==> src/rtl/multicycle_control.sv <==
// multicycle_control: multi-cycle FSM sequencer for a shared-ALU RISC-V datapath with a unified memory port
module multicycle_control (
    input  logic       clk,
    input  logic       rst,
    input  logic [6:0] opcode,
    input  logic [2:0] funct3,
    input  logic [6:0] funct7,
    input  logic       Zero,
    input  logic       mem_ready,
    output logic       mem_req,
    output logic       AdrSrc,
    output logic       MemWrite,
    output logic       IRWrite,
    output logic       PCWrite,
    output logic       RegWrite,
    output logic [1:0] ALUsrcA,
    output logic [1:0] ALUsrcB,
    output logic [2:0] ALUMode,
    output logic [2:0] ImmFormat,
    output logic [1:0] ResultSrc,
    output logic       instr_retired,
    output logic       illegal
);
    typedef enum logic [3:0] {
        FETCH, DECODE, MEMADR, MEMREAD, MEMWB, MEMWRITE, EXECR, EXECI,
        ALUWB, BRANCH, JAL, JALR1, JALR2, LUI, AUIPC, ILLEGAL
    } state_t;
    localparam logic [6:0] OP_LOAD  = 7'h03;
    localparam logic [6:0] OP_STORE = 7'h23;
    localparam logic [6:0] OP_REG   = 7'h33;
    localparam logic [6:0] OP_IMM   = 7'h13;
    localparam logic [6:0] OP_BR    = 7'h63;
    localparam logic [6:0] OP_JAL   = 7'h6F;
    localparam logic [6:0] OP_JALR  = 7'h67;
    localparam logic [6:0] OP_LUI   = 7'h37;
    localparam logic [6:0] OP_AUIPC = 7'h17;
    state_t r_state, w_next, w_dec;
    logic   w_f3_ok;
    always_ff @(posedge clk) begin
        if (rst) r_state <= FETCH;
        else     r_state <= w_next;
    end
    always_comb begin
        w_f3_ok = (opcode == OP_IMM)  ? (funct3 != 3'd2 && funct3 != 3'd3 && funct3 != 3'd6) :
                  (opcode == OP_REG)  ? (funct3 == 3'd0 || funct3 == 3'd6 || funct3 == 3'd7) :
                  (opcode == OP_BR)   ? (funct3[2:1] == 2'b00) :
                  (opcode == OP_JALR) ? (funct3 == 3'd0) : 1'b1;
        w_dec = !w_f3_ok ? ILLEGAL :
                (opcode == OP_LOAD || opcode == OP_STORE) ? MEMADR :
                (opcode == OP_REG)   ? EXECR :
                (opcode == OP_IMM)   ? EXECI :
                (opcode == OP_BR)    ? BRANCH :
                (opcode == OP_JAL)   ? JAL :
                (opcode == OP_JALR)  ? JALR1 :
                (opcode == OP_LUI)   ? LUI :
                (opcode == OP_AUIPC) ? AUIPC : ILLEGAL;
    end
    always_comb begin
        w_next        = r_state;
        mem_req       = 1'b0;
        AdrSrc        = 1'b0;
        MemWrite      = 1'b0;
        IRWrite       = 1'b0;
        PCWrite       = 1'b0;
        RegWrite      = 1'b0;
        ALUsrcA       = 2'd0;
        ALUsrcB       = 2'd0;
        ALUMode       = 3'd0;
        ImmFormat     = 3'd0;
        ResultSrc     = 2'd0;
        instr_retired = 1'b0;
        illegal       = 1'b0;
        case (r_state)
            FETCH: begin
                mem_req = 1'b1;
                if (mem_ready) begin
                    IRWrite   = 1'b1;
                    PCWrite   = 1'b1;
                    ALUsrcA   = 2'd1;
                    ALUsrcB   = 2'd2;
                    ResultSrc = 2'd2;
                    w_next    = DECODE;
                end
            end
            DECODE: begin
                ALUsrcA   = 2'd2;
                ALUsrcB   = 2'd1;
                ImmFormat = (opcode == OP_JAL) ? 3'd3 : 3'd1;
                w_next    = w_dec;
            end
            MEMADR: begin
                ALUsrcB   = 2'd1;
                ImmFormat = (opcode == OP_STORE) ? 3'd4 : 3'd0;
                w_next    = (opcode == OP_STORE) ? MEMWRITE : MEMREAD;
            end
            MEMREAD: begin
                mem_req = 1'b1;
                AdrSrc  = 1'b1;
                w_next  = mem_ready ? MEMWB : MEMREAD;
            end
            MEMWB: begin
                ResultSrc     = 2'd1;
                RegWrite      = 1'b1;
                instr_retired = 1'b1;
                w_next        = FETCH;
            end
            MEMWRITE: begin
                mem_req       = 1'b1;
                AdrSrc        = 1'b1;
                MemWrite      = 1'b1;
                instr_retired = mem_ready;
                w_next        = mem_ready ? FETCH : MEMWRITE;
            end
            EXECR: begin
                ALUMode = (funct3 == 3'd0) ? {2'b00, funct7[5]} :
                          (funct3 == 3'd6) ? 3'd3 : 3'd2;
                w_next  = ALUWB;
            end
            EXECI: begin
                ALUsrcB = 2'd1;
                ALUMode = (funct3 == 3'd1) ? 3'd5 :
                          (funct3 == 3'd4) ? 3'd4 :
                          (funct3 == 3'd5) ? 3'd6 :
                          (funct3 == 3'd7) ? 3'd2 : 3'd0;
                w_next  = ALUWB;
            end
            ALUWB: begin
                RegWrite      = 1'b1;
                instr_retired = 1'b1;
                w_next        = FETCH;
            end
            BRANCH: begin
                ALUMode       = 3'd1;
                PCWrite       = funct3[0] ? !Zero : Zero;
                instr_retired = 1'b1;
                w_next        = FETCH;
            end
            JAL, JALR2: begin
                PCWrite = 1'b1;
                ALUsrcA = 2'd2;
                ALUsrcB = 2'd2;
                w_next  = ALUWB;
            end
            JALR1: begin
                ALUsrcB = 2'd1;
                w_next  = JALR2;
            end
            LUI: begin
                ALUsrcB   = 2'd1;
                ImmFormat = 3'd2;
                ALUMode   = 3'd7;
                w_next    = ALUWB;
            end
            AUIPC: begin
                ALUsrcA   = 2'd2;
                ALUsrcB   = 2'd1;
                ImmFormat = 3'd2;
                w_next    = ALUWB;
            end
            ILLEGAL: begin
                illegal       = 1'b1;
                instr_retired = 1'b1;
                w_next        = FETCH;
            end
            default: w_next = FETCH;
        endcase
        if (rst) begin
            mem_req       = 1'b0;
            MemWrite      = 1'b0;
            IRWrite       = 1'b0;
            PCWrite       = 1'b0;
            RegWrite      = 1'b0;
            instr_retired = 1'b0;
            illegal       = 1'b0;
            w_next        = FETCH;
        end
    end
endmodule

==> config.mk <==
export PLATFORM = sky130hd
export DESIGN_NAME = multicycle_control
export DESIGN_NICKNAME = d
export VERILOG_FILES = /design/src/rtl/multicycle_control.sv
export SDC_FILE = /design/constraint.sdc
export NUM_CORES = 1
export LEC_CHECK = 0
export ABC_AREA = 0
export CORE_MARGIN = 10
export CORE_UTILIZATION = 42
export DETAILED_ROUTE_END_ITERATION = 8
export PLACE_DENSITY = 0.81
export SLEW_MARGIN = 20
export SYNTH_ARGS = -nofsm -noshare
export SYNTH_HDL_FRONTEND = slang
export SYNTH_SLANG_ARGS = --single-unit
==> constraint.sdc <==
create_clock -name clk -period 1.9 [get_ports clk]
set_input_delay 0.19 -clock clk [delete_from_list [all_inputs] [get_ports clk]]
set_output_delay 0.19 -clock clk [all_outputs]
set_load 0.01 [all_outputs]
**Word-level counts from Yosys, hierarchy flattened**

Index checks and enable logic that the tools add are counted.

- Output and inout bits: 20
- Bits in registers: 4
- Input bits: 21

- Equal/unequal tests: 33
- Mux-type cells: 50
- Reduce and logical (&&, ||, !) cells: 18

Operators with widths:

| operator | number |
|---|---|
| $eq 4x4->1 const B | 8 |
| $pmux 4 s8 | 1 |
| $mux 3 | 10 |
| $mux 1 | 22 |
| $eq 7x6->1 const B | 3 |
| $eq 7x7->1 const B | 3 |
| $mux 4 | 5 |
| $eq 4x3->1 const B | 4 |
| $eq 7x5->1 const B | 2 |
| $eq 3x3->1 const B | 4 |
| $pmux 3 s4 | 1 |
| $reduce_or 6->1 | 2 |
| $mux 2 | 5 |
| $pmux 3 s3 | 1 |
| $eq 4x2->1 const B | 2 |
| $pmux 2 s2 | 2 |
| $reduce_or 2->1 | 4 |
| $reduce_or 4->1 | 2 |
| $eq 7x2->1 const B | 1 |
| $ne 3x2->1 const B | 2 |
| $pmux 2 s3 | 1 |
| $eq 4x1->1 const B | 1 |
| $logic_not 4->1 | 1 |
| $eq 3x1->1 const B | 1 |
| other kinds (10) | 13 |

**Logic depth before layout (Yosys ltp)**

- Word-level depth: 11
- Mapped depth: 6
- Depth with buffers taken out: 5

**Least setup slack after synthesis**

No wires, ideal clock.

- Kind: flip-flop to output port
- Start: register r_state[2]
- End: output mem_req
- Setup slack: 286 ps
- Required time: 1,710 ps
- Arrival: 1,424 ps
- Buffers on the path: 2
- Stages on the path, launching flop included: 5
- Cells stage by stage: dfxtp_1 buf_2 buf_2 xnor2_1 a2111oi_0

- Cells in the longest elaborated chain, start to end: 4
- Elaborated cells on any way between the ends: 6

RTL lines:

| what | RTL line | RTL |
|---|---|---|
| start, declared | 37 | `state_t r_state, w_next, w_dec;` |
| start signal, assigned | 41 | `else r_state <= w_next;` |
| $eq 4x3->1, or another cell as far along | 73 | `case (r_state)` |
| $reduce_or 3->1 (no source line) * | n/a |  |
| $mux 1 * | 73 |  |
| $mux 1 * | 167 | `if (rst) begin` |
| end, declared | 10 | `output logic mem_req,` |

Mark *: on every way between the ends. The rest lies on a longest branch, timed or not.

**Final worst setup path**

- Start: input opcode[4]
- End: output ImmFormat[1]

- Cells in the longest elaborated chain, start to end: 3

RTL lines:

| what | RTL line | RTL |
|---|---|---|
| start, declared | 5 | `input logic [6:0] opcode,` |
| $eq 7x7->1 | 88 | `ImmFormat = (opcode == OP_JAL) ? 3'd3 : 3'd1;` |
| $mux 2 | 88 |  |
| $pmux 3 s3 | 73 |  |
| end, declared | 19 | `output logic [2:0] ImmFormat,` |

No other way between the ends.

==> qor.csv <==
stage,metric,value,unit
placement,worst setup slack before clock tree synthesis,-0.1989,ns
clock_tree,Max clock buf depth,2,
timing,Rel. slew slack,78.38,%
logic_synthesis,number of synthesized register bits,4,
power_and_ir_drop,Worst IR Drop VDD,0.0006049,V
clock_tree,cts bufs inserted,3,
min_path,HP Class,flop to flop,
logic_synthesis,Yosys Warn Count,0,
power_and_ir_drop,internal power contribution,794.3,µW
critical_path,arrival time worst endpoint,1.68,ns
placement,Buffers on Ports,34,
power_and_ir_drop,switching power share of the total,45.32,%
final_layout,fillcell total,178,
drt,antenna-violating nets left,0,
floorplan,area of the core,0.002002,mm²
grt,global-route wire length before repair,4857,µm
grt,largest net degree at the start of global routing,13,
timing,Layout Skew,0.003531,ns
floorplan,number of placement rows,16,
timing,total negative slack for setup checks,0,ns
drt,via-per-instance ratio,5.602,
drt,final wirelength,3027,µm
grt,sum of overflow across all layers after global routing,0,
clock_tree,"Setup Fix Bufs, Post-CTS",0,
timing,Fmax,0.5343,GHz
logic_synthesis,top cell type by total area after synthesis,sky130_fd_sc_hd__dfxtp_1,
run,Max Cap Viol,0,
critical_path,Critical Path Fanout Max,4,
critical_path,slack of the worst reg-to-reg path,0.36,ns
placement,Detail Placement HPWL,2371,µm
logic_synthesis,Unique masters post-synth,49,
logic_synthesis,share of flip-flops with an asynchronous set or reset,0,%
timing,"crit path setup slack, layout",0.02847,ns
power_and_ir_drop,areal power density over the cells,997.5,mW/mm²
drt,number of vias in the routed layout,1210,
timing,"Slew Viols, Final",0,
logic_synthesis,"Seq/Total Area, Yosys",8.840,%
grt,antenna violations before repair,0,
final_layout,registers with the highest flip-flop counts,r_state (4),
final_layout,share of post-route cells with drive strength above 1,27.51,%
logic_synthesis,Post-Synthesis Cells,136,
final_layout,Largest register FFs,4,
drt,Remaining DRCs,0,
grt,Overall Global Routing Usage,13.10,%
floorplan,number of placed I/O pins,41,
critical_path,nature of the critical path startpoint,input port,
logic_synthesis,number of enable flip-flop cells after synthesis,0,
final_layout,final instance area,0.001456,mm²
power_and_ir_drop,Clk pwr share,7.1,%
power_and_ir_drop,relative contribution of combinational cells to total power,77.5,%
timing,Least-Margin Pin Slew,0.3161,ns
power_and_ir_drop,sequential share of power,15.4,%
final_layout,register with the most flip-flops,r_state,
critical_path,category of the worst setup path capture point,output port,
floorplan,die width,66.44,µm
final_layout,Syn-to-layout area delta,60.77,%
logic_synthesis,Most used DFF post-synth,sky130_fd_sc_hd__dfxtp_1,
clock_tree,H-tree levels,1,
final_layout,Final nets,212,
logic_synthesis,syn avg cell area,6.661,µm²
timing,final period demand of the worst path,1.872,ns
grt,number of global-route vias before repair,1124,
drt,Routed WL per cell,14.01,µm
clock_tree,TritonCTS clock tree,built,
timing,final worst-path cycle share,98.50,%
timing,setup violators final,0,
floorplan,area of the die,0.004414,mm²
clock_tree,clock latency reported for the late side of the worst-skew pair,0.24,ns
critical_path,critical path class,input port to output port,
logic_synthesis,top post-synthesis cells by area,"sky130_fd_sc_hd__dfxtp_1 8.8%, sky130_fd_sc_hd__buf_6 6.2%, sky130_fd_sc_hd__nor2_1 6.2%, sky130_fd_sc_hd__nand2b_1 4.8%, sky130_fd_sc_hd__nand3_1 4.4%",
placement,placed instance area,0.001404,mm²
placement,Final Wtd Congestion,0.8900,
clock_tree,Sink Count,4,
drt,First DRT Iteration DRCs,64,
clock_tree,CTS root buf,sky130_fd_sc_hd__clkbuf_4,
clock_tree,clock transition at the registers of the reported paths,0.04,ns
logic_synthesis,nets in the synthesized netlist,157,
run_status,outcome,"complete, no violations",
power_and_ir_drop,leakage power total,0.0006589,µW
drt,first-pass iteration count of the detailed router,4,
logic_synthesis,Yosys top cell area share,8.840,%
final_layout,# diodes,0,
floorplan,Initial Util,45.25,%
critical_path,required time of the critical path,1.71,ns
logic_synthesis,Syn Std Cell Area,905.9,µm²
power_and_ir_drop,Sw Pwr,658.5,µW
timing,"Hold Violations, Final",0,
floorplan,die extent in y,66.44,µm
## stage by stage
stage	total power, µW	hold slack (ns)	util [%]	instances
after floorplan	827.7	0.3725	-	136
final	1453	0.7088	72.75	216
after CTS	1452	0.6991	71.94	216
after detailed placement	1366	0.7761	70.13	213
after global routing	1575	0.7499	72.75	216
after global placement	1336	0.7533	70.13	213
## worst paths after layout
kind | cells after the start | end | start
worst max-delay path | 6 | ImmFormat[1] | opcode[4]
worst max register to register | 6 | r_state[2]$_SDFFE_PP0P_ | r_state[1]$_SDFFE_PP0P_
worst min-delay path | 3 | r_state[0]$_SDFFE_PP0P_ | r_state[3]$_SDFFE_PP0P_
worst min register to register | 3 | r_state[0]$_SDFFE_PP0P_ | r_state[3]$_SDFFE_PP0P_
## power by group through the flow
stage	Combinational (µW)	Sequential, µW	Clock, µW
after floorplan	702	126	0
after global routing	1230	235	111
after detailed placement	1160	201	0
after CTS	1120	223	105
final	1130	224	103
after global placement	1140	199	0
## logic make-up after synthesis
group,Yosys count,share of synthesized area (%)
AOI/OAI and AO/OA,33,24.03
xor gates and xnor gates,3,2.901
buffers and inverters,18,13.67
DFF,4,8.840
muxes,1,1.105
and+or+nand+nor,77,49.45
## worst max-delay path, cell delays in order
cell and delay [ns]:
sky130_fd_sc_hd__clkdlybuf4s50_1 0.48, sky130_fd_sc_hd__and3b_2 0.24, sky130_fd_sc_hd__and3_1 0.21, sky130_fd_sc_hd__a41oi_2 0.19, sky130_fd_sc_hd__o2bb2ai_1 0.09, sky130_fd_sc_hd__dlygate4sd2_1 0.28
## synthesized netlist by cell type (3+ instances only)
cell and number:
sky130_fd_sc_hd__nor2_1 15, sky130_fd_sc_hd__nand2_1 10, sky130_fd_sc_hd__nand3_1 8, sky130_fd_sc_hd__nor3_1 8, sky130_fd_sc_hd__a21oi_1 7, sky130_fd_sc_hd__nand2b_1 7
sky130_fd_sc_hd__buf_2 6, sky130_fd_sc_hd__buf_6 5, sky130_fd_sc_hd__o21ai_0 5, sky130_fd_sc_hd__o21ai_1 5, sky130_fd_sc_hd__and3_1 4, sky130_fd_sc_hd__dfxtp_1 4
sky130_fd_sc_hd__clkbuf_1 3, sky130_fd_sc_hd__nor2b_1 3, sky130_fd_sc_hd__nor4b_1 3, sky130_fd_sc_hd__xnor2_1 3
## cell usage in the layout, fill, tap and decap left out, types with 2 or more instances in the layout
cell type,count
sky130_fd_sc_hd__buf_4,32
sky130_fd_sc_hd__clkdlybuf4s50_1,17
sky130_fd_sc_hd__nor2_1,15
sky130_fd_sc_hd__dlygate4sd2_1,14
sky130_fd_sc_hd__nand2_1,10
sky130_fd_sc_hd__nor3_1,8
sky130_fd_sc_hd__nand3_1,8
sky130_fd_sc_hd__a21oi_1,7
sky130_fd_sc_hd__nand2b_1,6
sky130_fd_sc_hd__o21ai_0,5
sky130_fd_sc_hd__o21ai_1,5
sky130_fd_sc_hd__and3_1,4
sky130_fd_sc_hd__dfxtp_4,4
sky130_fd_sc_hd__nor2b_1,3
sky130_fd_sc_hd__xnor2_1,3
sky130_fd_sc_hd__clkbuf_4,3
sky130_fd_sc_hd__dlymetal6s2s_1,3
sky130_fd_sc_hd__or3_1,2
sky130_fd_sc_hd__nand3b_1,2
sky130_fd_sc_hd__nor4_1,2
sky130_fd_sc_hd__o32ai_1,2
sky130_fd_sc_hd__nand4_1,2
sky130_fd_sc_hd__nor4b_1,2
## routing by layer
metal / share of wire, % / vias to the layer above / wire [µm] / global-route usage, %
met5: 0 / - / 0 / 0
met4: 0.43 / 0 / 13 / 3.927
met3: 5.2 / 2 / 157 / 2.542
met2: 52 / 36 / 1570 / 24.52
met1: 42 / 562 / 1285 / 14.26
li1: - / 610 / - / -
## layout make-up
cell class | instances | area (µm²) | area share [%]
clock buffers | 3 | 22.52 | 1.546
repair buffers | 66 | 570.5 | 39.18
flip-flops and latches | 4 | 95.09 | 6.529
inverters | 2 | 7.507 | 0.5155
well taps | 27 | 33.78 | 2.320
multi-input cells | 114 | 726.9 | 49.91
## what timing repair did
| item | in CTS | in global routing |
|---|---|---|
| endpoints found under the hold margin | 0 | 0 |
| endpoints found under the setup margin | 16 | 4 |
| hold buffers | 0 | 0 |
| resized for setup | 26 | 5 |
No activity file was read; power rests on OpenSTA's default activity.
